$ cat config.mk
export PLATFORM = sky130hd
export DESIGN_NAME = spart_rx_ctrl
export DESIGN_NICKNAME = d
export VERILOG_FILES = /design/src/rtl/spart_rx_ctrl.sv
export SDC_FILE = /design/constraint.sdc
export NUM_CORES = 1
export LEC_CHECK = 0
export BUFFER_PORTS_ARGS = -buffer_cell sky130_fd_sc_hd__buf_2
export CAP_MARGIN = 25
export CORE_MARGIN = 5
export CORE_UTILIZATION = 25
export CTS_BUF_LIST = sky130_fd_sc_hd__clkbuf_8
export DETAILED_ROUTE_END_ITERATION = 10
export MAX_ROUTING_LAYER = met4
export PLACE_DENSITY = 0.46
export SLEW_MARGIN = 10
export SYNTH_ARGS = -nofsm -noshare
export SYNTH_HDL_FRONTEND = slang
export SYNTH_SLANG_ARGS = --single-unit
$ cat constraint.sdc
create_clock -name clk_i -period 1.7 [get_ports clk_i]
set_input_delay 0.34 -clock clk_i [delete_from_list [all_inputs] [get_ports clk_i]]
set_output_delay 0.34 -clock clk_i [all_outputs]
set_load 0.05 [all_outputs]
$ cat src/rtl/spart_rx_ctrl.sv
// rtl/spart_rx_ctrl.sv - SPART receive sequencer driving the shifter; optional parity via SPART_RX_PARITY_EN
module spart_rx_ctrl #(
    parameter int OVERSAMPLE = 16,
    parameter int DATA_BITS  = 8
`ifdef SPART_RX_PARITY_EN
    ,
    parameter bit ODD_PARITY = 1'b0
`endif
) (
    input  logic                 clk_i,
    input  logic                 rst_i,
    input  logic                 rxd_i,
    input  logic                 baud_tick_i,
    input  logic                 rd_ack_i,
    input  logic [DATA_BITS-1:0] shifter_data_i,
    output logic                 shift_bit_o,
    output logic                 shift_en_o,
    output logic                 shift_rst_o,
    output logic [DATA_BITS-1:0] rx_data_o,
    output logic                 rda_o,
    output logic                 framing_err_o,
    output logic                 overrun_o,
    output logic                 busy_o
`ifdef SPART_RX_PARITY_EN
    ,
    output logic                 parity_err_o
`endif
);

    localparam int TW = (OVERSAMPLE > 2) ? $clog2(OVERSAMPLE) : 1;
    localparam int BW = (DATA_BITS > 1) ? $clog2(DATA_BITS) : 1;
    localparam logic [TW-1:0] HALF_M1  = TW'(OVERSAMPLE / 2 - 1);
    localparam logic [TW-1:0] FULL_M1  = TW'(OVERSAMPLE - 1);
    localparam logic [BW-1:0] LAST_BIT = BW'(DATA_BITS - 1);

    typedef enum logic [2:0] {
        S_IDLE,
        S_START,
        S_DATA,
        S_PARITY,
        S_STOP
    } state_t;

    state_t                 state_q;
    logic [TW-1:0]          tick_q;
    logic [BW-1:0]          bit_q;
    logic [1:0]             sync_q;
    logic [1:0]             sync_vld_q;
    logic                   armed_q;
    logic                   shift_en_q;
    logic                   shift_rst_q;
    logic [DATA_BITS-1:0]   rx_data_q;
    logic                   rda_q;
    logic                   framing_err_q;
    logic                   overrun_q;
    logic                   rxd_s;
`ifdef SPART_RX_PARITY_EN
    logic                   par_acc_q;
    logic                   parity_err_q;
`endif

    assign rxd_s = sync_q[1];

    // sync_vld_q keeps the reset value of the synchronizer from counting as "line seen high"
    always_ff @(posedge clk_i) begin
        if (rst_i) begin
            state_q       <= S_IDLE;
            tick_q        <= '0;
            bit_q         <= '0;
            sync_q        <= 2'b11;
            sync_vld_q    <= 2'b00;
            armed_q       <= 1'b0;
            shift_en_q    <= 1'b0;
            shift_rst_q   <= 1'b1;
            rx_data_q     <= '0;
            rda_q         <= 1'b0;
            framing_err_q <= 1'b0;
            overrun_q     <= 1'b0;
`ifdef SPART_RX_PARITY_EN
            par_acc_q     <= 1'b0;
            parity_err_q  <= 1'b0;
`endif
        end else begin
            sync_q     <= {sync_q[0], rxd_i};
            sync_vld_q <= {sync_vld_q[0], 1'b1};
            shift_en_q <= 1'b0;
            if (rd_ack_i) begin
                rda_q         <= 1'b0;
                framing_err_q <= 1'b0;
                overrun_q     <= 1'b0;
`ifdef SPART_RX_PARITY_EN
                parity_err_q  <= 1'b0;
`endif
            end
            case (state_q)
                S_IDLE: begin
                    shift_rst_q <= 1'b1;
                    if (sync_vld_q[1]) begin
                        if (!armed_q) begin
                            armed_q <= rxd_s;
                        end else if (!rxd_s) begin
                            state_q <= S_START;
                            tick_q  <= '0;
                            armed_q <= 1'b0;
                        end
                    end
                end
                S_START: begin
                    if (baud_tick_i) begin
                        if (tick_q == HALF_M1) begin
                            tick_q <= '0;
                            if (!rxd_s) begin
                                state_q     <= S_DATA;
                                bit_q       <= '0;
                                shift_rst_q <= 1'b0;
`ifdef SPART_RX_PARITY_EN
                                par_acc_q   <= 1'b0;
`endif
                            end else begin
                                state_q <= S_IDLE;
                                armed_q <= 1'b1;
                            end
                        end else begin
                            tick_q <= tick_q + 1'b1;
                        end
                    end
                end
                S_DATA: begin
                    if (baud_tick_i) begin
                        if (tick_q == FULL_M1) begin
                            tick_q     <= '0;
                            shift_en_q <= 1'b1;
`ifdef SPART_RX_PARITY_EN
                            par_acc_q  <= par_acc_q ^ rxd_s;
`endif
                            if (bit_q == LAST_BIT) begin
                                bit_q   <= '0;
`ifdef SPART_RX_PARITY_EN
                                state_q <= S_PARITY;
`else
                                state_q <= S_STOP;
`endif
                            end else begin
                                bit_q <= bit_q + 1'b1;
                            end
                        end else begin
                            tick_q <= tick_q + 1'b1;
                        end
                    end
                end
`ifdef SPART_RX_PARITY_EN
                S_PARITY: begin
                    if (baud_tick_i) begin
                        if (tick_q == FULL_M1) begin
                            tick_q  <= '0;
                            state_q <= S_STOP;
                            if ((rxd_s ^ par_acc_q) != ODD_PARITY) begin
                                parity_err_q <= 1'b1;
                            end
                        end else begin
                            tick_q <= tick_q + 1'b1;
                        end
                    end
                end
`endif
                S_STOP: begin
                    if (baud_tick_i) begin
                        if (tick_q == FULL_M1) begin
                            tick_q      <= '0;
                            state_q     <= S_IDLE;
                            shift_rst_q <= 1'b1;
                            armed_q     <= rxd_s;
                            if (rxd_s) begin
                                rx_data_q <= shifter_data_i;
                                rda_q     <= 1'b1;
                                if (rda_q && !rd_ack_i) begin
                                    overrun_q <= 1'b1;
                                end
                            end else begin
                                framing_err_q <= 1'b1;
                            end
                        end else begin
                            tick_q <= tick_q + 1'b1;
                        end
                    end
                end
                default: state_q <= S_IDLE;
            endcase
        end
    end

    assign shift_bit_o   = rxd_s;
    assign shift_en_o    = shift_en_q;
    assign shift_rst_o   = shift_rst_q;
    assign rx_data_o     = rx_data_q;
    assign rda_o         = rda_q;
    assign framing_err_o = framing_err_q;
    assign overrun_o     = overrun_q;
    assign busy_o        = (state_q != S_IDLE);
`ifdef SPART_RX_PARITY_EN
    assign parity_err_o  = parity_err_q;
`endif

endmodule

==> results of run 1 <==
## area by class of cell
class / count / share of cell area
timing repair buffer: 45 / 0.153
multi-input combinational: 114 / 0.416
sequential: 28 / 0.326
inverter: 7 / 0.0149
tap: 70 / 0.0496
clock inverter: 1 / 0.0170
clock buffer: 3 / 0.0234
## where the power goes
part / internal, W / total [W] / switching (W)
clock network: 0.000316 / 0.000538 / 0.000223
registers: 0.000717 / 0.000810 / 0.0000927
logic: 0.000488 / 0.00106 / 0.000567
## worst min-delay path by stage
| stage | from | to | slack (ns) | depth (start not counted) |
|---|---|---|---|---|
| 2_1_floorplan | sync_q[0]$_SDFF_PP1_ | sync_q[1]$_SDFF_PP1_ | 0.39 | 1 |
| 5_1_grt | rd_ack_i | overrun_o$_SDFF_PP0_ | 0.21 | 2 |
| 6_report | rd_ack_i | overrun_o$_SDFF_PP0_ | 0.22 | 2 |
| 3_5_place_dp | sync_q[0]$_SDFF_PP1_ | sync_q[1]$_SDFF_PP1_ | 0.39 | 1 |
| 4_1_cts | rd_ack_i | overrun_o$_SDFF_PP0_ | 0.22 | 2 |
| 3_3_place_gp | sync_q[0]$_SDFF_PP1_ | sync_q[1]$_SDFF_PP1_ | 0.39 | 1 |
## flip-flops by register name, summed over array words and instances (netlist names), 2 cells and up
name        flops
bit_q           3
rx_data_o       8
state_q         3
sync_q          2
sync_vld_q      2
tick_q          4
## routing by layer
| layer | part of all wire | vias up |
|---|---|---|
| met2 | 0.47 | 15 |
| met3 | 0.019 | 6 |
| met5 | 0 | - |
| met1 | 0.48 | 545 |
| met4 | 0.025 | 0 |
| li1 | - | 637 |
## synthesized netlist by cell type (2+ instances only)
cell type   n
nor2b_1     2
nor3_1      4
nand3b_1    3
buf_2       4
nand3_1     3
or2_2       4
a21oi_1    19
o21ai_1     2
and2_1      2
inv_1       6
nor2_1     11
dfxtp_1    28
mux2i_1     5
clkbuf_1    3
ha_1        3
nor3_2      2
nand2_1    27
a31oi_1     2
## kinds of logic after synthesis
group	Yosys count
adders and majority gates	3
DFF	28
and+or+nand+nor	69
xor gates and xnor gates	1
muxes	5
buffers and inverters	15
AOI/OAI and AO/OA	36
## through the flow
step	cells	power, W	instance area, um^2	util
3_3_place_gp	264	0.00183	1660	0.320
3_5_place_dp	264	0.00182	1660	0.320
2_1_floorplan	157	0.00148	1340	-
4_1_cts	268	0.00238	1730	0.335
6_report	268	0.00240	1770	0.341
5_1_grt	268	0.00254	1770	0.341
## repair_timing
item                                    4_1_cts  5_1_grt
hold buffers                                  0        0
pin swaps                                     0        1
gates resized for setup                       4        8
setup buffers                                 0        0
hold endpoints to repair                      0        0
cloned                                        0        0
endpoints found under the setup margin        3        5
==> results.cfg, run 1 <==
[sta]
period_share = 0.958
max_freq_mhz = 614
slew_viol_final = 0
whs_ns = 0.222
fin_worst_skew_ns = 0.00614
hold_viol_final = 0
rsz0062_at_grt = false
tightest_slew_ns = 0.416
slew_headroom = 0.721
layout_setup_ws_ns = 0.0706
fin_crit_ns = 1.63
setup_tns_ns = 0
setup_viol = 0

[logic_synthesis]
synth_area_um2 = 1340
synth.avg_cell_area_um2 = 8.54
synth_cells = 157
muxShareOfSynthArea = 0.0373
synth-xor-area-share = 0.00654
async_flop_share = 0
synth-edff-count = 0
postSynthNetCount = 173
synth_top_area_share = 0.418
seq_area_frac_synth = 0.418
yosys.area_share.adder = 0.0280
yosysWarnings = 0
synth_simple_gate_area_frac = 0.270
synth_area_leaders = dfxtp_1 (42%), nand2_1 (7.6%), a21oi_1 (7.1%)
synth_compound_area_frac = 0.189
synth_top_family_by_area = simple AND/OR/NAND/NOR gates
ys.flop_type = dfxtp_1
yosysUniqueCellTypes = 45
yosys.area.top_type = dfxtp_1
synth-seq-cells = 28

[final_layout]
multi_input_area_um2 = 734
regArea_um2 = 576
final_cell_mix = nand2_1 (27), buf_2 (27), dfxtp_1 (22)
n_fill_cell = 525
n_antenna_cell = 0
nNetsFinal = 215
drive_above_1_share = 0.359
area_delta_synth_final_pct = 31.7

[die]
start_util = 0.259
ios = 28
die_h_um = 83.2
num_rows = 26
die_area_um2 = 6920
core_um2 = 5170
die_w_um = 83.2

[clocking]
h-tree-depth = 1
cts.sinks = 28
cts_tree = yes
numCtsBuffers = 3
clock_latency_ns = 0.28
clock_path_buffers = 2
clk_pin_slew_ns = 0.10
clock-root-buffer = clkbuf_8

[global_route]
grt_pass1_vias = 1118
grt_first_pass_wirelength_um = 5610
use_met2 = 0.158
track_usage = 0.102
antenna_found_initial = 0
grtUsageMet3 = 0.0149
grt_overflow = 0
top_usage_layer = met2
grt_max_degree = 22
use_met1 = 0.129

[critical_path]
worstSetupPathDepth = 4
r2r_slack_ns = 0.14
critPathArrivalTime_ns = 1.29
critPathMaxFanout = 11
cp.buffers_inverters = 3
max_stage_delay_ns = 0.40
startpoint = state_q[0]$_SDFFE_PP0P_
cp-start-kind = register
critPathTopFamily = flip-flops
regToRegStartpoint = tick_q[0]$_SDFFE_PP0P_
worstSetupPathType = register to output port
crit_slowest_cell = dfxtp_4
crit_path_end = busy_o
cp-end-kind = output port
timing.rr.end = state_q[1]$_SDFFE_PP0P_
cp_cell_sequence = nor3_2, buf_4, inv_1, buf_2
ff2ff_path_depth = 6
cp.required_ns = 1.36

[detailed_routing]
viasPerCell = 4.49
drtAntennaViolNets = 0
routed_wl_um = 3400
via_count = 1203
drc = 0
drtIter0Drc = 109
wl_per_cell_um = 12.7
drtPass1Iterations = 4

[power_and_ir_drop]
cellPowerDensity_nw_per_um2 = 1360
p_leak_nw = 0.726
peakVddDrop_uv = 417

[worst_hold_path]
hold_class = input pin to register

[run_status]
status = completed

[job]
max-cap-violations = 0

[placement]
dp_worst_setup_slack_ns = 0.00794
dpl.hpwl_um = 2550
gp_congestion = 0.794
io_buffers = 27
Power figures use the tool's default switching activity.
==> inputs of run 2 (changes only) <==
- GPL_TIMING_DRIVEN: not set -> 0
- REMOVE_ABC_BUFFERS: not set -> 1
==> run 2 against run 1 <==
  * Final area is 3.5% lower
  * Setup slack got worse by 0.014 ns
  * Maximum frequency decreased by 0.88%
  * Wire length decreased by 6.9%
  * First-iteration DRC count fell by 15%
  * Clock skew increased by 0.0033 ns
  * Count of clock-buffer cells in the layout is the same
  * Register-to-register slack worse by 0.08 ns
  * Critical path type is now register to register
  * Highest routed layer unchanged
==> results.cfg, run 2 (synthesis results as in run 1) <==
[clocking]
numCtsBuffers = 3
cts_tree = yes
clk_pin_slew_ns = 0.10
cts.sinks = 28
h-tree-depth = 1
clock_latency_ns = 0.27
clock_path_buffers = 2
clock-root-buffer = clkbuf_8

[final_layout]
n_fill_cell = 535
drive_above_1_share = 0.346
area_delta_synth_final_pct = 27.2
post-route-util = 0.329
largest_reg_flops = 8
multi_input_area_um2 = 790
regArea_um2 = 578
final_cell_mix = nand2_1 (27), buf_2 (27), dfxtp_1 (22)
n_antenna_cell = 0
nNetsFinal = 203

[sta]
slew_headroom = 0.631
max_freq_mhz = 608
tightest_slew_ns = 0.554
setup_tns_ns = 0
setup_viol = 0
slew_viol_final = 0
whs_ns = 0.239
period_share = 0.967
fin_crit_ns = 1.64
rsz0062_at_grt = true
hold_viol_final = 0
fin_worst_skew_ns = 0.00947

[critical_path]
critPathMaxFanout = 14
max_stage_delay_ns = 0.48
ff2ff_path_depth = 5
cp-end-kind = register
critPathTopFamily = compound AO/OA/AOI/OAI gates
worstSetupPathDepth = 5
cp-start-kind = register
critPathArrivalTime_ns = 1.82
crit_slowest_cell = dfxtp_4
cp_cell_sequence = or3b_4, a2bb2oi_1, o221ai_2, a21oi_1, a2111oi_2
cp.required_ns = 1.88
cp.buffers_inverters = 0
worstSetupPathType = register to register

[power_and_ir_drop]
peakVddDrop_uv = 427
p_leak_nw = 0.676
p_total_w = 0.00220
cellPowerDensity_nw_per_um2 = 1290

[global_route]
antenna_found_initial = 0
grt_overflow = 0
grt_max_degree = 29
track_usage = 0.0943
grt_first_pass_wirelength_um = 5370
grt_pass1_vias = 1116

[die]
core_um2 = 5170
num_rows = 26
start_util = 0.259
die_w_um = 83.2
die_area_um2 = 6920
ios = 28
die_h_um = 83.2

[worst_hold_path]
worstHoldPathCells = 2
hold_class = input pin to register

[placement]
gp_congestion = 0.773
dpl.hpwl_um = 2200
io_buffers = 27

[run_status]
status = completed

[detailed_routing]
drc = 0
wl_per_cell_um = 12.4
drtIter0Drc = 93
drtAntennaViolNets = 0
routed_wl_um = 3170
viasPerCell = 4.57
drtPass1Iterations = 4
via_count = 1165

[job]
max-cap-violations = 0
==> run 2: metrics by stage <==
stage | cell area (um^2) | instances | setup slack (ns)
6_report | 1700 | 255 | 0.0562
2_1_floorplan | 1300 | 149 | 0.0168
3_5_place_dp | 1520 | 246 | -0.219
3_3_place_gp | 1520 | 246 | -0.202
4_1_cts | 1610 | 249 | -0.0570
5_1_grt | 1700 | 255 | -0.0408
==> run 2: where the power goes <==
group          internal [W]  leakage (nW)  switching, W
combinational      0.000443         0.424      0.000540
sequential         0.000718         0.230      0.000135
clock              0.000159        0.0216      0.000204
==> run 2: per-layer routing <==
metal | vias to the layer above | part of all wire | wire, um | global-route usage
met5 | - | 0 | 0 | -
met4 | 0 | 0.0025 | 8 | 0.0253
met3 | 2 | 0.041 | 129 | 0.0248
met2 | 23 | 0.45 | 1420 | 0.138
met1 | 529 | 0.51 | 1610 | 0.128
li1 | 611 | - | - | -
==> run 2: repair_timing <==
action	CTS	global route
buffers inserted	0	6
hold buffers	0	0
endpoints found under the setup margin	19	19
gates resized for setup	11	13
==> run 2: final cells by class <==
cell class              count  share of cell area
multi-input cells         114               0.463
repair buffers             33               0.106
flip-flops and latches     28               0.339
clock buffers               3              0.0242
well taps                  70              0.0514
inverters                   7              0.0162
==> run 2: worst paths after layout <==
kind / to / slack (ns) / from
max reg2reg: state_q[1]$_SDFFE_PP0P_ / 0.06 / state_q[1]$_SDFFE_PP0P_
min: overrun_o$_SDFF_PP0_ / 0.24 / rd_ack_i
max: state_q[1]$_SDFFE_PP0P_ / 0.06 / state_q[1]$_SDFFE_PP0P_
min reg2reg: sync_q[1]$_SDFF_PP1_ / 0.42 / sync_q[0]$_SDFF_PP1_
